===== src/rtl/alu_exec_unit_if.sv =====
// alu_exec_unit_if: request/response bundle for the execute-stage ALU.
// The request side (valid_i, ctrl_i, src1_i, src2_i, shamt_i) comes from the
// decode/issue logic. The response side (result_o, branch_o, valid_o, busy_o)
// goes to the EX/MEM register and branch resolution.
// Optional: ALU_EXEC_OVF_EN adds overflow_o to the response side.
interface alu_exec_unit_if;
  logic        valid_i;
  logic [4:0]  ctrl_i;
  logic [31:0] src1_i;
  logic [31:0] src2_i;
  logic [4:0]  shamt_i;
  logic [31:0] result_o;
  logic        branch_o;
  logic        valid_o;
  logic        busy_o;
`ifdef ALU_EXEC_OVF_EN
  logic        overflow_o;

  modport master (
    output valid_i, ctrl_i, src1_i, src2_i, shamt_i,
    input  result_o, branch_o, valid_o, busy_o, overflow_o
  );

  modport slave (
    input  valid_i, ctrl_i, src1_i, src2_i, shamt_i,
    output result_o, branch_o, valid_o, busy_o, overflow_o
  );
`else
  modport master (
    output valid_i, ctrl_i, src1_i, src2_i, shamt_i,
    input  result_o, branch_o, valid_o, busy_o
  );

  modport slave (
    input  valid_i, ctrl_i, src1_i, src2_i, shamt_i,
    output result_o, branch_o, valid_o, busy_o
  );
`endif
endinterface


===== src/rtl/alu_exec_unit.sv =====
// alu_exec_unit: execute-stage ALU.
// Single-cycle ops register their result on the accepting edge. Code 16 (mult)
// runs a shift-add sequence of MUL_CYCLES iterations, and busy_o stalls upstream
// while it runs.
// Optional: define ALU_EXEC_OVF_EN to add a registered signed-overflow flag
// (overflow_o) for add/addi/sub.
module alu_exec_unit #(
  parameter int WIDTH      = 32,
  parameter int MUL_CYCLES = 32
) (
  input  logic           clk_i,
  input  logic           rst_i,
  alu_exec_unit_if.slave bus
);

  localparam logic [4:0] CTRL_MUL = 5'd16;
  localparam logic [4:0] CNT_LAST = 5'(MUL_CYCLES - 1);

  typedef enum logic [0:0] {
    IDLE = 1'b0,
    MUL  = 1'b1
  } state_t;

  state_t           state_q, state_d;
  logic [4:0]       cnt_q, cnt_d;
  logic [WIDTH-1:0] mcand_q, mcand_d;
  logic [WIDTH-1:0] mplier_q, mplier_d;
  logic [WIDTH-1:0] acc_q, acc_d;
  logic [WIDTH-1:0] result_q, result_d;
  logic             branch_q, branch_d;
  logic             valid_q, valid_d;
  logic             busy_q, busy_d;
  logic [WIDTH-1:0] acc_sum_s;
  logic [WIDTH:0]   single_s;
`ifdef ALU_EXEC_OVF_EN
  logic             ovf_q, ovf_d;
`endif

  // Single-cycle operation: returns {branch, result}. Multiply is handled by
  // the sequencer, so code 16 never reaches this path.
  function automatic logic [32:0] alu_single(
    input logic [4:0]  ctrl,
    input logic [31:0] a,
    input logic [31:0] b,
    input logic [4:0]  sh
  );
    logic [31:0] r;
    logic        br;
    r  = 32'd0;
    br = 1'b0;
    case (ctrl)
      5'd0, 5'd1, 5'd13, 5'd14: r = a + b;
      5'd2:                     r = a - b;
      5'd3:                     r = a & b;
      5'd4:                     r = a | b;
      5'd5, 5'd6:               r = {31'd0, ($signed(a) < $signed(b))};
      5'd7: begin
        r  = a - b;
        br = (a == b);
      end
      5'd8: begin
        r  = a - b;
        br = (a != b);
      end
      5'd9:                     r = a | {16'd0, b[15:0]};
      5'd10:                    r = {b[15:0], 16'd0};
      5'd11:                    r = b >> sh;
      5'd12:                    r = b >> a[4:0];
      5'd15: begin
        r  = 32'd0;
        br = 1'b0;
      end
      5'd17:                    br = ~a[31];
      5'd18:                    br = ($signed(a) < $signed(b));
      default: begin
        r  = 32'd0;
        br = 1'b0;
      end
    endcase
    return {br, r};
  endfunction

`ifdef ALU_EXEC_OVF_EN
  // Signed overflow for add/addi (same-sign operands, result sign flips) and
  // sub (operand signs differ, result sign differs from A).
  function automatic logic ovf_calc(
    input logic [4:0]  ctrl,
    input logic [31:0] a,
    input logic [31:0] b
  );
    logic [31:0] sum;
    logic [31:0] diff;
    logic        o;
    sum  = a + b;
    diff = a - b;
    case (ctrl)
      5'd0, 5'd1: o = (a[31] == b[31]) && (sum[31] != a[31]);
      5'd2:       o = (a[31] != b[31]) && (diff[31] != a[31]);
      default:    o = 1'b0;
    endcase
    return o;
  endfunction
`endif

  // Next-state and datapath: accept in IDLE, iterate shift-add in MUL.
  always_comb begin
    state_d   = state_q;
    cnt_d     = cnt_q;
    mcand_d   = mcand_q;
    mplier_d  = mplier_q;
    acc_d     = acc_q;
    result_d  = result_q;
    branch_d  = branch_q;
    valid_d   = 1'b0;
`ifdef ALU_EXEC_OVF_EN
    ovf_d     = ovf_q;
`endif
    acc_sum_s = acc_q + (mplier_q[0] ? mcand_q : {WIDTH{1'b0}});
    single_s  = alu_single(bus.ctrl_i, bus.src1_i, bus.src2_i, bus.shamt_i);

    case (state_q)
      IDLE: begin
        if (bus.valid_i) begin
          if (bus.ctrl_i == CTRL_MUL) begin
            mcand_d  = bus.src1_i;
            mplier_d = bus.src2_i;
            acc_d    = {WIDTH{1'b0}};
            cnt_d    = 5'd0;
            state_d  = MUL;
          end else begin
            result_d = single_s[31:0];
            branch_d = single_s[32];
            valid_d  = 1'b1;
`ifdef ALU_EXEC_OVF_EN
            ovf_d    = ovf_calc(bus.ctrl_i, bus.src1_i, bus.src2_i);
`endif
            state_d  = IDLE;
          end
        end else begin
          state_d = IDLE;
        end
      end
      MUL: begin
        acc_d    = acc_sum_s;
        mcand_d  = mcand_q << 1;
        mplier_d = mplier_q >> 1;
        cnt_d    = cnt_q + 5'd1;
        if (cnt_q == CNT_LAST) begin
          // Last iteration: the sum formed this cycle is the product.
          result_d = acc_sum_s;
          branch_d = 1'b0;
          valid_d  = 1'b1;
`ifdef ALU_EXEC_OVF_EN
          ovf_d    = 1'b0;
`endif
          cnt_d    = 5'd0;
          state_d  = IDLE;
        end else begin
          state_d = MUL;
        end
      end
      default: begin
        state_d = IDLE;
        cnt_d   = 5'd0;
      end
    endcase

    busy_d = (state_d == MUL);
  end

  // State and output registers with synchronous active-low reset.
  always_ff @(posedge clk_i) begin
    if (!rst_i) begin
      state_q  <= IDLE;
      cnt_q    <= 5'd0;
      mcand_q  <= {WIDTH{1'b0}};
      mplier_q <= {WIDTH{1'b0}};
      acc_q    <= {WIDTH{1'b0}};
      result_q <= {WIDTH{1'b0}};
      branch_q <= 1'b0;
      valid_q  <= 1'b0;
      busy_q   <= 1'b0;
`ifdef ALU_EXEC_OVF_EN
      ovf_q    <= 1'b0;
`endif
    end else begin
      state_q  <= state_d;
      cnt_q    <= cnt_d;
      mcand_q  <= mcand_d;
      mplier_q <= mplier_d;
      acc_q    <= acc_d;
      result_q <= result_d;
      branch_q <= branch_d;
      valid_q  <= valid_d;
      busy_q   <= busy_d;
`ifdef ALU_EXEC_OVF_EN
      ovf_q    <= ovf_d;
`endif
    end
  end

  assign bus.result_o = result_q;
  assign bus.branch_o = branch_q;
  assign bus.valid_o  = valid_q;
  assign bus.busy_o   = busy_q;
`ifdef ALU_EXEC_OVF_EN
  assign bus.overflow_o = ovf_q;
`endif

endmodule


===== src/flat_wrapper.sv =====
// flat-port wrapper written by rule: the top's interface ports become plain ports
module alu_exec_unit_flat 
#(
  parameter int WIDTH      = 32,
  parameter int MUL_CYCLES = 32
)
  (clk_i, rst_i, bus_valid_i, bus_ctrl_i, bus_src1_i, bus_src2_i, bus_shamt_i, bus_result_o, bus_branch_o, bus_valid_o, bus_busy_o);
  alu_exec_unit_if bus_i ();
  input  logic clk_i;
  input  logic rst_i;
  input wire logic [$bits(bus_i.valid_i)-1:0] bus_valid_i;
  input wire logic [$bits(bus_i.ctrl_i)-1:0] bus_ctrl_i;
  input wire logic [$bits(bus_i.src1_i)-1:0] bus_src1_i;
  input wire logic [$bits(bus_i.src2_i)-1:0] bus_src2_i;
  input wire logic [$bits(bus_i.shamt_i)-1:0] bus_shamt_i;
  output wire logic [$bits(bus_i.result_o)-1:0] bus_result_o;
  output wire logic [$bits(bus_i.branch_o)-1:0] bus_branch_o;
  output wire logic [$bits(bus_i.valid_o)-1:0] bus_valid_o;
  output wire logic [$bits(bus_i.busy_o)-1:0] bus_busy_o;
  assign bus_i.valid_i = bus_valid_i;
  assign bus_i.ctrl_i = bus_ctrl_i;
  assign bus_i.src1_i = bus_src1_i;
  assign bus_i.src2_i = bus_src2_i;
  assign bus_i.shamt_i = bus_shamt_i;
  assign bus_result_o = bus_i.result_o;
  assign bus_branch_o = bus_i.branch_o;
  assign bus_valid_o = bus_i.valid_o;
  assign bus_busy_o = bus_i.busy_o;
  alu_exec_unit #(.WIDTH(WIDTH), .MUL_CYCLES(MUL_CYCLES)) u_core (.clk_i(clk_i), .rst_i(rst_i), .bus(bus_i));
endmodule

===== config.mk =====
export PLATFORM = sky130hd
export DESIGN_NAME = alu_exec_unit_flat
export DESIGN_NICKNAME = d
export VERILOG_FILES = /design/src/rtl/alu_exec_unit_if.sv /design/src/rtl/alu_exec_unit.sv /design/src/flat_wrapper.sv
export SDC_FILE = /design/constraint.sdc
export NUM_CORES = 1
export LEC_CHECK = 0
export ABC_AREA = 1
export BUFFER_PORTS_ARGS = -buffer_cell sky130_fd_sc_hd__buf_4
export CAP_MARGIN = 10
export CORE_MARGIN = 5
export CORE_UTILIZATION = 40
export CTS_BUF_LIST = sky130_fd_sc_hd__clkbuf_8
export DETAILED_ROUTE_END_ITERATION = 7
export PLACE_DENSITY = 0.57
export RECOVER_POWER = 25
export SLEW_MARGIN = 20
export SYNTH_ARGS = -nofsm -noshare
export SYNTH_HDL_FRONTEND = slang
export SYNTH_SLANG_ARGS = --single-unit
export TNS_END_PERCENT = 100

===== constraint.sdc =====
create_clock -name clk_i -period 3.9 [get_ports clk_i]
set_input_delay 0.195 -clock clk_i [delete_from_list [all_inputs] [get_ports clk_i]]
set_output_delay 0.195 -clock clk_i [all_outputs]
set_load 0.005 [all_outputs]

# --- After elaboration in Yosys (flattened, before gate mapping) ---
# Index checks and enable logic that the tools add are counted.
# Widths: inputs -> output; s select.
classes:
  n_addsub: 4
  magnitude_cmp: 1
  eq_ne: 24
  shifts: 2
  muxes: 32
  bitwise_logic: 5
  n_reduce_logical: 6
op_table:
  columns: ["cell", "n"]
  rows:
  - ["$mux 32", 10]
  - ["$pmux 32 s9", 1]
  - ["$pmux 32 s2", 4]
  - ["$add 32x32->32", 2]
  - ["$shr 32x5->32", 2]
  - ["$eq 5x4->1 const B", 7]
  - ["$and 32x32->32", 1]
  - ["$eq 32x32->1", 1]
  - ["$lt 32x32->1", 1]
  - ["$ne 32x32->1", 1]
  - ["$or 32x16->32", 1]
  - ["$or 32x32->32", 1]
  - ["$sub 32x32->32", 1]
  - ["$eq 5x3->1 const B", 4]
  - ["$eq 5x5->1 const B", 4]
  - ["$mux 5", 3]
  - ["$eq 5x2->1 const B", 2]
  - ["$pmux 5 s2", 1]
  - ["$mux 1", 9]
  - ["$ne 2x2->1 const B", 3]
  - ["$pmux 1 s2", 3]
  - ["$add 5x1->5 const B", 1]
  - ["$eq 5x1->1 const B", 1]
  - ["$logic_not 5->1", 1]
  - ["other kinds (8)", 9]
word_totals:
  reg_bits: 136
  input_bits: 77
  output_inout_bits: 35
  elab_cells: 82

# --- Longest topological paths before layout ---
depth:
  word_depth: 6
  mapped_depth: 19
  depth_no_buf: 19

# --- Worst setup path after synthesis ---
# No wires, ideal clock.
synth_path:
  path_type: "reg2reg"
  startpoint: "reg u_core.mplier_q[0]"
  endpoint: "reg u_core.result_q[22], in the netlist u_core.bus.result_o[22]"
  setup_ps: 117
  arrival_ps: 2435
  t_required_ps: 3783
  path_slack_ps: 1348
  stages_incl_launch_ff: 18
  n_path_buf: 2
  period_less_slack_ps: 2552
  path_cell_list: "dfxtp_1 > clkbuf_1 > clkbuf_1 > nand2_1 > inv_1 > fa_1 > nand2_1 > o21ai_0 > nand2_1 > nand2_1 > nand3_1 > nand2_1 > a21oi_1 > or2_2 > nand3_1 > nand2_1 > a21oi_1 > nor2_1"
synth_between:
  elab_chain_cells: 4
synth_lines:
  columns: ["element", "line", "rtl"]
  rows:
  - ["from (decl)", "alu_exec_unit.sv:27", "logic [WIDTH-1:0] mplier_q, mplier_d;"]
  - ["from (signal assigned)", "alu_exec_unit.sv:177", "mplier_q <= {WIDTH{1'b0}};"]
  - ["from (signal assigned)", "alu_exec_unit.sv:190", "mplier_q <= mplier_d;"]
  - ["$mux 32", "alu_exec_unit.sv:118", "acc_sum_s = acc_q + (mplier_q[0] ? mcand_q : {WIDTH{1'b0}});"]
  - ["$add 32x32->32", "alu_exec_unit.sv:118", null]
  - ["$mux 32", "alu_exec_unit.sv:148", "if (cnt_q == CNT_LAST) begin"]
  - ["$pmux 32 s2", "alu_exec_unit.sv:121", "case (state_q)"]
  - ["to (signal assigned)", "alu_exec_unit.sv:179", "result_q <= {WIDTH{1'b0}};"]
  - ["to (signal assigned)", "alu_exec_unit.sv:192", "result_q <= result_d;"]
  - ["to (decl)", "alu_exec_unit.sv:29", "logic [WIDTH-1:0] result_q, result_d;"]
# Every way passes these cells. The select of a mux whose other input is x is not followed.
# A chain may end at the register's enable or synchronous reset.

# --- Worst setup path after layout ---
layout_path:
  startpoint: "reg u_core.state_q"
  endpoint: "reg u_core.result_q[6], in the netlist u_core.bus.result_o[6]"
layout_between:
  elab_chain_cells: 3
  elab_cells_between_ends: 6
  classes_between: "eq/ne (3); mux (1); bitwise (1); reduce/logical (1)"
layout_lines:
  columns: ["element", "line", "rtl"]
  rows:
  - ["from (decl)", "alu_exec_unit.sv:24", "state_t state_q, state_d;"]
  - ["from (signal assigned)", "alu_exec_unit.sv:187", "state_q <= state_d;"]
  - ["$not 1->1", "alu_exec_unit.sv:121", null]
  - ["$ne 2x2->1 (no line)", null, null]
  - ["$reduce_and 3->1 (no line)", null, null]
# Parallel ways exist; a longest one is shown, timed or not.

==> impl_results.md <==
- Status: finished, final reports clean
- CP startpoint: u_core.state_q
- Area growth syn-to-layout: 10.9%
- # DRC: 0
- Fin area: between 15000 and 20000 um2
- Synthesized area: 15400 um2
- GRT Total Usage: 35.2%
- Final antenna-violating net count: 0
- Hold Startpoint: bus_src1_i[21]
- Ports: 112
- Share of synthesized registers carrying an async set or reset: 0%
- Crit path required time: about 4300 ps
- Max-cap check violation count: 0
- Pwr Total: 4360 uW
- Mapped Avg Cell Area: 5.68 um2
- RSZ-0062 raised after global routing: no
- Share of cells above drive strength 1: under 10%
- Die Area: 42500 um2
- First-pass GRT wire length: 112000 um
- Post-synth cell types: 46
- TritonCTS clock tree: done
- Max Freq: 0.292 GHz
- Pleak: 0.00839 uW
- Ys flop type: dfxtp_1
- Flops & latches, synth: 136
- Post-synth EDFFs: 0
- Worst setup SP type: flop
- Final WL: between 70000 and 80000 um
- R2R Path Start: u_core.state_q
- Worst-Skew Late Latency: about 480 ps
- Worst-Margin Slew: between 1000 and 1500 ps
- Pre-CTS setup slack: 496 ps
- Max-slew violations: 0
- Port bufs: around 110
- Vias in the first global route: ~17000
- Worst IR Drop VDD: 0.285 mV
- CP max FO: 32
- Clk_skew: 18.2 ps
- Worst slew margin: 4.82%
- Area taken by multi-input logic gates: approximately 11000 um2
- Nature of the critical path endpoint: flop
- Hold crit path type: primary input to flop
- Finish-stage setup viols: 0
- Fin. Hold Viols: 0
- Initial antenna violation count: 0
- HPWL after detailed placement: between 60000 and 70000 um
- Register area: 2720 um2
- Clock transition at path regs: 90 ps
- Final setup margin: around 480 ps
- Starting Density: a little over 40%
- Ys Warns: 0
- Chip height: 206 um
- Die W: 206 um
- Net Count, Synth: 2934
- Fillers: 4269
- CTS H-tree depth: 4
- Root Driver: clkbuf_8
- Router iterations before antenna repair: 6
- CTS buffer count: 17
- Drt wl/cell: about 23 um
- Clock sinks: 136
- Post-CTS Setup Inserts: 0
- Pwr Density: 255 nW/um2
- Final min period: around 3400 ps
- Core region area: 37800 um2
- Seq/Total Area, Yosys: 17.7%
- Fin crit share: 87.7%
- Setup TNS: 0 ps
- Synth Instances: 2713
- Critical path class: flop to flop
- DP Area: 16600 um2
- Vias per cell: 5.83
- Max Buffers Root-to-Sink: 2
- Final GP Congestion: 1.05
- Crit path DAT: 3830 ps
- Pin count of the biggest net entering global routing: 83
- Initial drt markers: between 2000 and 2500
- Grt total ovfl: 0
- # nets final: between 2000 and 3000
- Row count: 71
- Routed via count: ~19000
- Diode count: 0
[worst max-delay path: stages (launching register included)]
cell and delay (ps):
dfxtp_1 1290, inv_2 620, clkbuf_1 650, a21oi_1 290, o21ai_0 180, nand2_1 100, a21oi_1 70, nor2_1 140
[cells in the mapped netlist, types with 5 or more instances]
library cell  number  area, um2
nand4_1           48        300
o21bai_1          15        113
nor3_1            30        150
buf_4              6       45.0
o21a_1             6       45.0
a21oi_1          206       1030
o221ai_1           5       43.8
buf_2             22        110
clkbuf_1          79        297
o21ai_0          124        621
o211ai_1           5       37.5
a21boi_0           9       67.6
a221oi_1          14        123
inv_1            319       1200
o22ai_1           14       87.6
nor2_1           199        747
or2_2              8       50.1
nand3b_1           5       37.5
nand2_1          873       3280
ha_1             141       1760
nand3_1          330       1650
a31oi_1           67        419
dfxtp_1          136       2720
[worst paths after layout]
| path | slack, ps | cells past startpoint | endpoint |
|---|---|---|---|
| min reg2reg | 470 | 2 | u_core.cnt_q[3] |
| min | 30 | 3 | u_core.mcand_q[21] |
| max reg2reg | 480 | 7 | u_core.bus.result_o[6] |
| max | 480 | 7 | u_core.bus.result_o[6] |
[per-layer routing]
metal	vias up	wire length (um)	global-route usage [%]
li1	9037	-	-
met1	8932	34100	51.2
met2	1059	31400	51.2
met3	140	8150	7.89
met4	0	3030	11.4
met5	-	0	0
[sequential cells by signal, indices dropped and copies added, names as in the netlist]
signal,flops
u_core.mcand_q,32
u_core.bus.result_o,32
u_core.bus.branch_o,1
u_core.acc_q,32
u_core.mplier_q,32
u_core.cnt_q,5
u_core.bus.valid_o,1
u_core.state_q,1
[placed cells by master, fill, tap and decap left out, types with 4 or more instances in the layout]
cell,instances
o21ai_2,4
ha_1,141
nor3_1,30
nand4_1,48
dfxtp_1,136
bufinv_16,4
o21ai_0,124
o21a_1,6
nand3_2,4
o22ai_1,14
nand3b_1,5
o21bai_1,15
a221oi_1,14
clkbuf_8,18
a21o_1,4
nand3_1,330
a21oi_1,206
a31oi_1,67
a21boi_0,9
or2_2,8
inv_1,318
nand2_1,872
o221ai_1,5
o211ai_1,5
buf_4,103
clkbuf_4,28
inv_6,6
clkbuf_1,7
nor2_1,197
[layout make-up]
class | count | area share [%]
multi-input combinational | 2142 | 64.3
clock inverter | 14 | 1.22
inverter | 322 | 7.08
timing repair buffer | 143 | 6.32
sequential | 136 | 15.9
tap | 511 | 3.74
clock buffer | 18 | 1.45
[metrics by stage]
| step | hold slack (ps) | util, % | instances |
|---|---|---|---|
| floorplan | 333 | - | 2713 |
| global placement | 451 | 44.0 | 3251 |
| detailed placement | 458 | 44.0 | 3251 |
| CTS | 0.0835 | 45.2 | 3286 |
| global route | 10.4 | 45.2 | 3286 |
| finish | 34.0 | 45.2 | 3286 |
[kinds of logic after synthesis]
kind of cell             synth area share (%)
AND/OR/NAND/NOR                          41.3
adder cells (fa/ha/maj)                  11.8
flip-flops                               17.7
XOR/XNOR                                0.171
AO/OA/AOI/OAI                            17.9
buffers and inverters                    11.1
[where the power goes]
group          switching (uW)  total [uW]  internal, uW
Sequential               25.4        1450          1420
Clock                     652        1380           732
Combinational            1100        1530           436
Total                    1780        4360          2590
[repair_timing]
action	in CTS	in global routing
endpoints found under the setup margin	0	0
hold buffers	3	0
endpoints found under the hold margin	3	0
gates resized for setup	0	0
Note: power is estimated with default switching activity, not from simulation.
